==> src/rtl/ball_ctrl_pkg.sv <==
// Shared playfield geometry, FSM state encoding and a coordinate helper
// for the ball sequencer and its tick divider.
package ball_ctrl_pkg;

  localparam int SCREEN_W  = 160;
  localparam int SCREEN_H  = 120;
  localparam int BALL_SIZE = 2;
  localparam int PLAT_Y    = 112;
  localparam int PLATSIZE  = 20;
  localparam int PLATHALF  = PLATSIZE / 2;

  typedef enum logic [2:0] {
    ST_IDLE  = 3'd0,
    ST_WAIT  = 3'd1,
    ST_STEP  = 3'd2,
    ST_CHECK = 3'd3,
    ST_LOST  = 3'd4
  } state_t;

  // A position counter that stepped below zero wraps to a large value;
  // treat anything above 1000 as sitting on the left/top edge.
  function automatic logic [10:0] clip_underflow(input logic [9:0] v);
    return (v > 10'd1000) ? 11'd0 : {1'b0, v};
  endfunction

endpackage

==> src/rtl/ball_tick_div.sv <==
// Loadable down-counter that paces ball steps.
// Optional feature macro: BALL_SPEEDUP_EN -- when defined, this block also
// owns the active divider and a 2-bit platform-hit counter; every fourth
// platform hit shortens the divider by TICK_DIV/8, floored at TICK_DIV/4.
module ball_tick_div
  import ball_ctrl_pkg::*;
#(
  parameter int TICK_DIV = 50000
) (
  input  logic clk,
  input  logic reset,
  input  logic restore,
  input  logic reload,
  input  logic dec,
  input  logic plat_hit,
  output logic zero
);

  localparam int CW = $clog2(TICK_DIV + 1);

  logic [CW-1:0] count;
  logic [CW-1:0] reload_val;

`ifdef BALL_SPEEDUP_EN
  localparam logic [CW-1:0] DIV_FULL = CW'(TICK_DIV);
  localparam logic [CW-1:0] DIV_STEP = CW'(TICK_DIV / 8);
  localparam logic [CW-1:0] DIV_MIN  = CW'(TICK_DIV / 4);

  logic [CW-1:0] div_q;
  logic [CW-1:0] div_d;
  logic [1:0]    hits_q;

  // Next divider: restored on launch, shortened on every fourth platform hit.
  always_comb begin
    div_d = div_q;
    if (restore) begin
      div_d = DIV_FULL;
    end else if (plat_hit && (hits_q == 2'd3)) begin
      div_d = (div_q < DIV_MIN + DIV_STEP) ? DIV_MIN : div_q - DIV_STEP;
    end
  end

  // Divider and hit-count registers.
  always_ff @(posedge clk or posedge reset) begin
    if (reset) begin
      div_q  <= DIV_FULL;
      hits_q <= 2'd0;
    end else begin
      div_q <= div_d;
      if (restore) begin
        hits_q <= 2'd0;
      end else if (plat_hit) begin
        hits_q <= hits_q + 2'd1;
      end
    end
  end

  assign reload_val = div_d - CW'(1);
`else
  logic unused_inputs;
  assign unused_inputs = &{1'b0, restore, plat_hit};
  assign reload_val    = CW'(TICK_DIV - 1);
`endif

  // Wait counter: reloads on request, otherwise counts down to zero and holds.
  always_ff @(posedge clk or posedge reset) begin
    if (reset) begin
      count <= CW'(TICK_DIV - 1);
    end else if (reload) begin
      count <= reload_val;
    end else if (dec && (count != '0)) begin
      count <= count - CW'(1);
    end
  end

  assign zero = (count == '0);

endmodule

==> src/rtl/ball_ctrl.sv <==
// Ball sequencer: paces position steps, evaluates wall/platform/brick/floor
// collisions after each step and steers the ball direction bits.
// Optional feature macro: BALL_SPEEDUP_EN (handled inside ball_tick_div).
module ball_ctrl
  import ball_ctrl_pkg::*;
#(
  parameter int TICK_DIV = 50000
) (
  input  logic       clk,
  input  logic       reset,
  input  logic       launch,
  input  logic [9:0] x,
  input  logic [9:0] y,
  input  logic [9:0] platx,
  input  logic       brick_hit_v,
  input  logic       brick_hit_h,
  output logic       step_en,
  output logic       x_du,
  output logic       y_du,
  output logic       plat_col,
  output logic       pos_reset,
  output logic       ball_lost,
  output logic [2:0] state_o
);

  state_t state;
  state_t next_state;

  logic [10:0] x_w;
  logic [10:0] y_w;
  logic [10:0] platx_w;
  logic [10:0] x_l;
  logic [10:0] y_l;

  logic hit_l;
  logic hit_r;
  logic hit_t;
  logic hit_p;
  logic hit_f;

  logic x_du_d;
  logic y_du_d;
  logic cnt_zero;
  logic cnt_reload;
  logic cnt_dec;
  logic plat_hit;
  logic launch_go;

  assign x_w     = {1'b0, x};
  assign y_w     = {1'b0, y};
  assign platx_w = {1'b0, platx};
  assign x_l     = clip_underflow(x);
  assign y_l     = clip_underflow(y);

  ball_tick_div #(
    .TICK_DIV (TICK_DIV)
  ) u_tick_div (
    .clk      (clk),
    .reset    (reset),
    .restore  (launch_go),
    .reload   (cnt_reload),
    .dec      (cnt_dec),
    .plat_hit (plat_hit),
    .zero     (cnt_zero)
  );

  // Collision tests on the freshly stepped position, all in 11 bits.
  always_comb begin
    hit_l = !x_du && (x_l <= 11'd1);
    hit_r = x_du && (x_w >= 11'(SCREEN_W - BALL_SIZE - 1));
    hit_t = !y_du && (y_l <= 11'd1);
    hit_p = y_du
         && (y_w + 11'(BALL_SIZE) >= 11'(PLAT_Y))
         && (y_w + 11'(BALL_SIZE) <= 11'(PLAT_Y + 1))
         && (x_w + 11'(BALL_SIZE) > platx_w)
         && (x_w < platx_w + 11'(PLATSIZE));
    hit_f = y_du && (y_w >= 11'(SCREEN_H - BALL_SIZE));
  end

  // Next state, counter control and direction updates.
  always_comb begin
    next_state = state;
    cnt_reload = 1'b0;
    cnt_dec    = 1'b0;
    plat_hit   = 1'b0;
    launch_go  = 1'b0;
    x_du_d     = x_du;
    y_du_d     = y_du;
    case (state)
      ST_IDLE, ST_LOST: begin
        if (launch) begin
          next_state = ST_WAIT;
          cnt_reload = 1'b1;
          launch_go  = 1'b1;
          x_du_d     = 1'b1;
          y_du_d     = 1'b0;
        end
      end
      ST_WAIT: begin
        if (cnt_zero) begin
          next_state = ST_STEP;
        end else begin
          cnt_dec = 1'b1;
        end
      end
      ST_STEP: begin
        next_state = ST_CHECK;
      end
      ST_CHECK: begin
        if (brick_hit_h) x_du_d = !x_du_d;
        if (brick_hit_v) y_du_d = !y_du_d;
        if (hit_l) x_du_d = 1'b1;
        if (hit_r) x_du_d = 1'b0;
        if (hit_t) y_du_d = 1'b1;
        if (hit_p) begin
          y_du_d   = 1'b0;
          plat_hit = 1'b1;
          x_du_d   = (x_w + 11'(BALL_SIZE / 2)) >= (platx_w + 11'(PLATHALF));
        end
        if (hit_f && !hit_p) begin
          next_state = ST_LOST;
        end else begin
          next_state = ST_WAIT;
          cnt_reload = 1'b1;
        end
      end
      default: begin
        next_state = ST_IDLE;
      end
    endcase
  end

  // State, direction and registered (glitch-free) output strobes.
  always_ff @(posedge clk or posedge reset) begin
    if (reset) begin
      state     <= ST_IDLE;
      x_du      <= 1'b1;
      y_du      <= 1'b0;
      step_en   <= 1'b0;
      plat_col  <= 1'b0;
      pos_reset <= 1'b1;
      ball_lost <= 1'b0;
    end else begin
      state     <= next_state;
      x_du      <= x_du_d;
      y_du      <= y_du_d;
      step_en   <= (next_state == ST_STEP);
      plat_col  <= plat_hit;
      pos_reset <= (next_state == ST_IDLE) || (next_state == ST_LOST);
      ball_lost <= (next_state == ST_LOST);
    end
  end

  assign state_o = state;

endmodule
==> config.mk <==
export PLATFORM = sky130hd
export DESIGN_NAME = ball_ctrl
export DESIGN_NICKNAME = d
export VERILOG_FILES = /design/src/rtl/ball_ctrl_pkg.sv /design/src/rtl/ball_tick_div.sv /design/src/rtl/ball_ctrl.sv
export SDC_FILE = /design/constraint.sdc
export NUM_CORES = 1
export LEC_CHECK = 0
export ABC_CLOCK_PERIOD_IN_PS = 2700
export CAP_MARGIN = 15
export CORE_MARGIN = 10
export CORE_UTILIZATION = 56
export CTS_CLUSTER_SIZE = 8
export DETAILED_ROUTE_END_ITERATION = 8
export PLACE_DENSITY = 0.84
export SYNTH_ARGS = -nofsm -noshare
export SYNTH_HDL_FRONTEND = slang
export SYNTH_SLANG_ARGS = --single-unit
==> constraint.sdc <==
create_clock -name clk -period 2.7 [get_ports clk]
set_clock_uncertainty 0.15 [all_clocks]
set_input_delay 0.405 -clock clk [delete_from_list [all_inputs] [get_ports clk]]
set_output_delay 0.405 -clock clk [all_outputs]
set_load 0.1 [all_outputs]
==> impl_metrics.json, run 1 <==
{
  "outcome": "finished with violations",
  "failed_checks": "setup timing",
  "netlist_area_mm2": 0.00296,
  "p_int_w": 0.000710,
  "fin_nets": 526,
  "cts-htree-levels": 1,
  "grt_pass1_wl_mm": 15.0,
  "ios": 44,
  "synth_nets": 422,
  "die_h_um": 92.7,
  "die_w_um": 92.7,
  "max_slew_margin_pct": 43.2,
  "fin_area_mm2": 0.00420,
  "hold_path_class": "reg2reg",
  "grt_setup_unrepaired": "true",
  "ys_async_sr_fraction_pct": 100,
  "antenna_found_initial": 0,
  "grtUsageMet1_pct": 23.6,
  "rows": 26,
  "finish.utilization_pct": 82.2,
  "period_needed_ns": 2.83,
  "grt_overflow_total": 0,
  "hold_violations": 0,
  "power_switching_w": 0.000385,
  "syn2layout_area_growth_pct": 41.9,
  "tightest_slew_ns": 0.851,
  "busiest_layer": "met2",
  "synthTopCellsByArea": "ha_1, dfrtp_1, xnor2_1",
  "num_vias": 3263,
  "synth-compound-area-share_pct": 19.5,
  "core_mm2": 0.00511,
  "required_ns": 2.75,
  "synthAdderAreaFrac_pct": 17.8,
  "synthFlopType": "dfrtp_1",
  "fmax_mhz": 353,
  "grt_usage_pct": 20.6,
  "cts_buffers": 3,
  "ys_warn_count": 0,
  "path_clk_slew_ns": 0.09,
  "synthXorXnorAreaFrac_pct": 12.7,
  "clockBufferDepth": 2,
  "finalWirelength_mm": 10.1,
  "antenna_left": 0,
  "drtPass1Iterations": 5,
  "synth_mux_area_share_pct": 0.719,
  "critPathLaunchType": "input port",
  "synth_seq_area_share_pct": 21.6,
  "setup-violations-final": 16,
  "grt_pass1_vias": 3241,
  "clk_latency_ns": 0.28,
  "cp_max_fo": 3,
  "synth_cell_types": 63,
  "dp_hpwl_mm": 6.84,
  "synth_top_family_by_area": "simple AND/OR/NAND/NOR gates",
  "num_antenna_cells": 0,
  "dp_cells": 504,
  "synth.avg_cell_area_um2": 8.57,
  "port_buffers": 43,
  "die_area_mm2": 0.00859,
  "worst_ir_drop_vdd_mv": 0.156,
  "combPwrFrac_pct": 44.1,
  "layout.cells.non_filler": 518,
  "layout_common_cells": "buf_4, ha_1, xnor2_1",
  "cts.sinks": 25,
  "cts_tree": "done",
  "netlist.area_leader.share_pct": 17.8,
  "drive_above_1_share_pct": 35.9,
  "swShare_pct": 35.2,
  "globalplace.congestion": 0.969,
  "synth_edf_count": 0,
  "drt_iter0_markers": 257,
  "yosys.area_share.simple_pct": 23.2,
  "clkPwrFrac_pct": 21.5,
  "grt_start_max_net_pins": 23,
  "placed_area_mm2": 0.00385,
  "power.density_mw_per_mm2": 261,
  "yosysTopAreaCell": "ha_1",
  "path_class": "in2reg",
  "max_cap_violations": 0,
  "sequentialPowerShare_pct": 34.4,
  "gr-usage-met3_pct": 2.58,
  "cp-end-kind": "register",
  "ys_ff_latch": 25,
  "drc": 0,
  "netlist_instances": 345,
  "drv_slew": 0,
  "vias_per_cell": 6.30,
  "layout_setup_ws_ns": -0.135,
  "cts_root_buf": "clkbuf_8",
  "routedWlPerCell_um": 19.4,
  "min_period_over_period_pct": 105,
  "cp.arrival_ns": 2.89,
  "gr-usage-met2_pct": 36.8,
  "leakage_nw": 1.78,
  "setup_tns_ns": -0.695,
  "layout_commonest_cell": "buf_4",
  "start_util_pct": 57.9
}
==> metal layers <==
metal / vias up / wire length [um]
met3: 56 / 800
li1: 1482 / -
met1: 1519 / 3730
met5: - / 0
met2: 206 / 5060
met4: 0 / 467
==> cell usage after synthesis (2+ instances only) <==
| cell type | n |
|---|---|
| nor2_1 | 23 |
| or3_1 | 3 |
| o21ai_0 | 13 |
| a21oi_1 | 19 |
| and4_1 | 2 |
| a311o_1 | 2 |
| or2_2 | 2 |
| a21boi_0 | 2 |
| xor2_1 | 7 |
| nor3_1 | 11 |
| dfrtp_1 | 14 |
| nand3b_1 | 3 |
| ha_1 | 42 |
| inv_1 | 21 |
| a31oi_1 | 3 |
| nand4b_1 | 2 |
| and2_1 | 3 |
| nor4_1 | 6 |
| nand2_1 | 16 |
| buf_1 | 2 |
| nand3_1 | 11 |
| dfstp_2 | 11 |
| nor3_2 | 2 |
| o21ai_2 | 2 |
| o211ai_1 | 11 |
| a21o_1 | 2 |
| and3_1 | 3 |
| xnor2_1 | 36 |
| nand4_1 | 10 |
| nor2b_1 | 3 |
| o21a_1 | 2 |
| o21ai_1 | 2 |
| a211oi_1 | 11 |
| nand2b_1 | 3 |
| or4_4 | 2 |
| clkbuf_1 | 9 |
| a211oi_2 | 2 |
| or4b_1 | 2 |
==> power groups by stage <==
stage	registers, W	clock network (W)	logic, W
after floorplan	0.000390	0	0.000207
after global placement	0.000384	0	0.000389
after detailed placement	0.000384	0	0.000406
after CTS	0.000377	0.000231	0.000431
after global routing	0.000377	0.000248	0.000517
final	0.000377	0.000236	0.000483
==> flip-flops by register name, indices dropped and copies added (netlist names) <==
signal            count
y_du                  1
x_du                  1
u_tick_div.count     16
plat_col              1
ball_lost             1
state_o               3
pos_reset             1
step_en               1
==> through the flow <==
stage	worst slack, ns	hold slack (ns)	total power, W
finish	-0.135	0.444	0.00110
global route	-0.139	0.443	0.00114
CTS	0.00891	0.437	0.00104
detailed placement	-0.768	0.415	0.000790
global placement	-0.666	0.403	0.000773
floorplan	0.00594	0.274	0.000597
==> layout make-up <==
cell class	count	area, um2
multi-input cells	287	2430
fillers	271	910
repair buffers	111	907
flip-flops and latches	25	639
well taps	70	87.6
inverters	21	85.1
clock buffers	3	41.3
clock inverters	1	7.51
==> worst max-delay path, stage by stage <==
cell and delay, ns:
buf_6 0.07, and3_4 0.19, nand3_2 0.13, nor2_2 0.20
xor2_2 0.22, ha_4 0.24, nand4_1 0.16, buf_4 0.15
nor3_2 0.05, o22ai_1 0.20, nand4b_1 0.21, buf_4 0.20
or2_0 0.21, o221a_2 0.26
==> repair_timing <==
item,in CTS,in global routing
hold buffers,0,0
endpoints found under the setup margin,23,22
setup buffers,7,3
pin swaps,29,34
resized for setup,71,44
==> path summary, 6_finish.rpt <==
check	slack, ns	depth (start not counted)	endpoint	from
worst max-delay path	-0.13	14	x_du	x[5]
worst min-delay path	0.44	2	u_tick_div.count[14]	u_tick_div.count[14]
worst max register to register	0.06	6	u_tick_div.count[5]	u_tick_div.count[4]
worst min register to register	0.44	2	u_tick_div.count[14]	u_tick_div.count[14]
max in group asynchronous	1.28	3	u_tick_div.count[3]	reset
min in group asynchronous	0.45	2	y_du	reset
==> cells by family (layout without fill, tap and decap cells) <==
| kind of cell | count (synthesis) | in the layout |
|---|---|---|
| simple gates | 118 | 118 |
| compound gates | 82 | 82 |
| xor+xnor | 43 | 43 |
| fa+ha+maj | 42 | 42 |
| buf+inv | 33 | 136 |
| flops | 25 | 25 |
| mux | 2 | 2 |
No activity file was read; power rests on OpenSTA's default activity.
==> inputs of run 2 (changes only) <==
- SLEW_MARGIN: not set -> 10
==> results of run 2 <==
No change in the layout: final DEF, timing and power equal those of run 1.
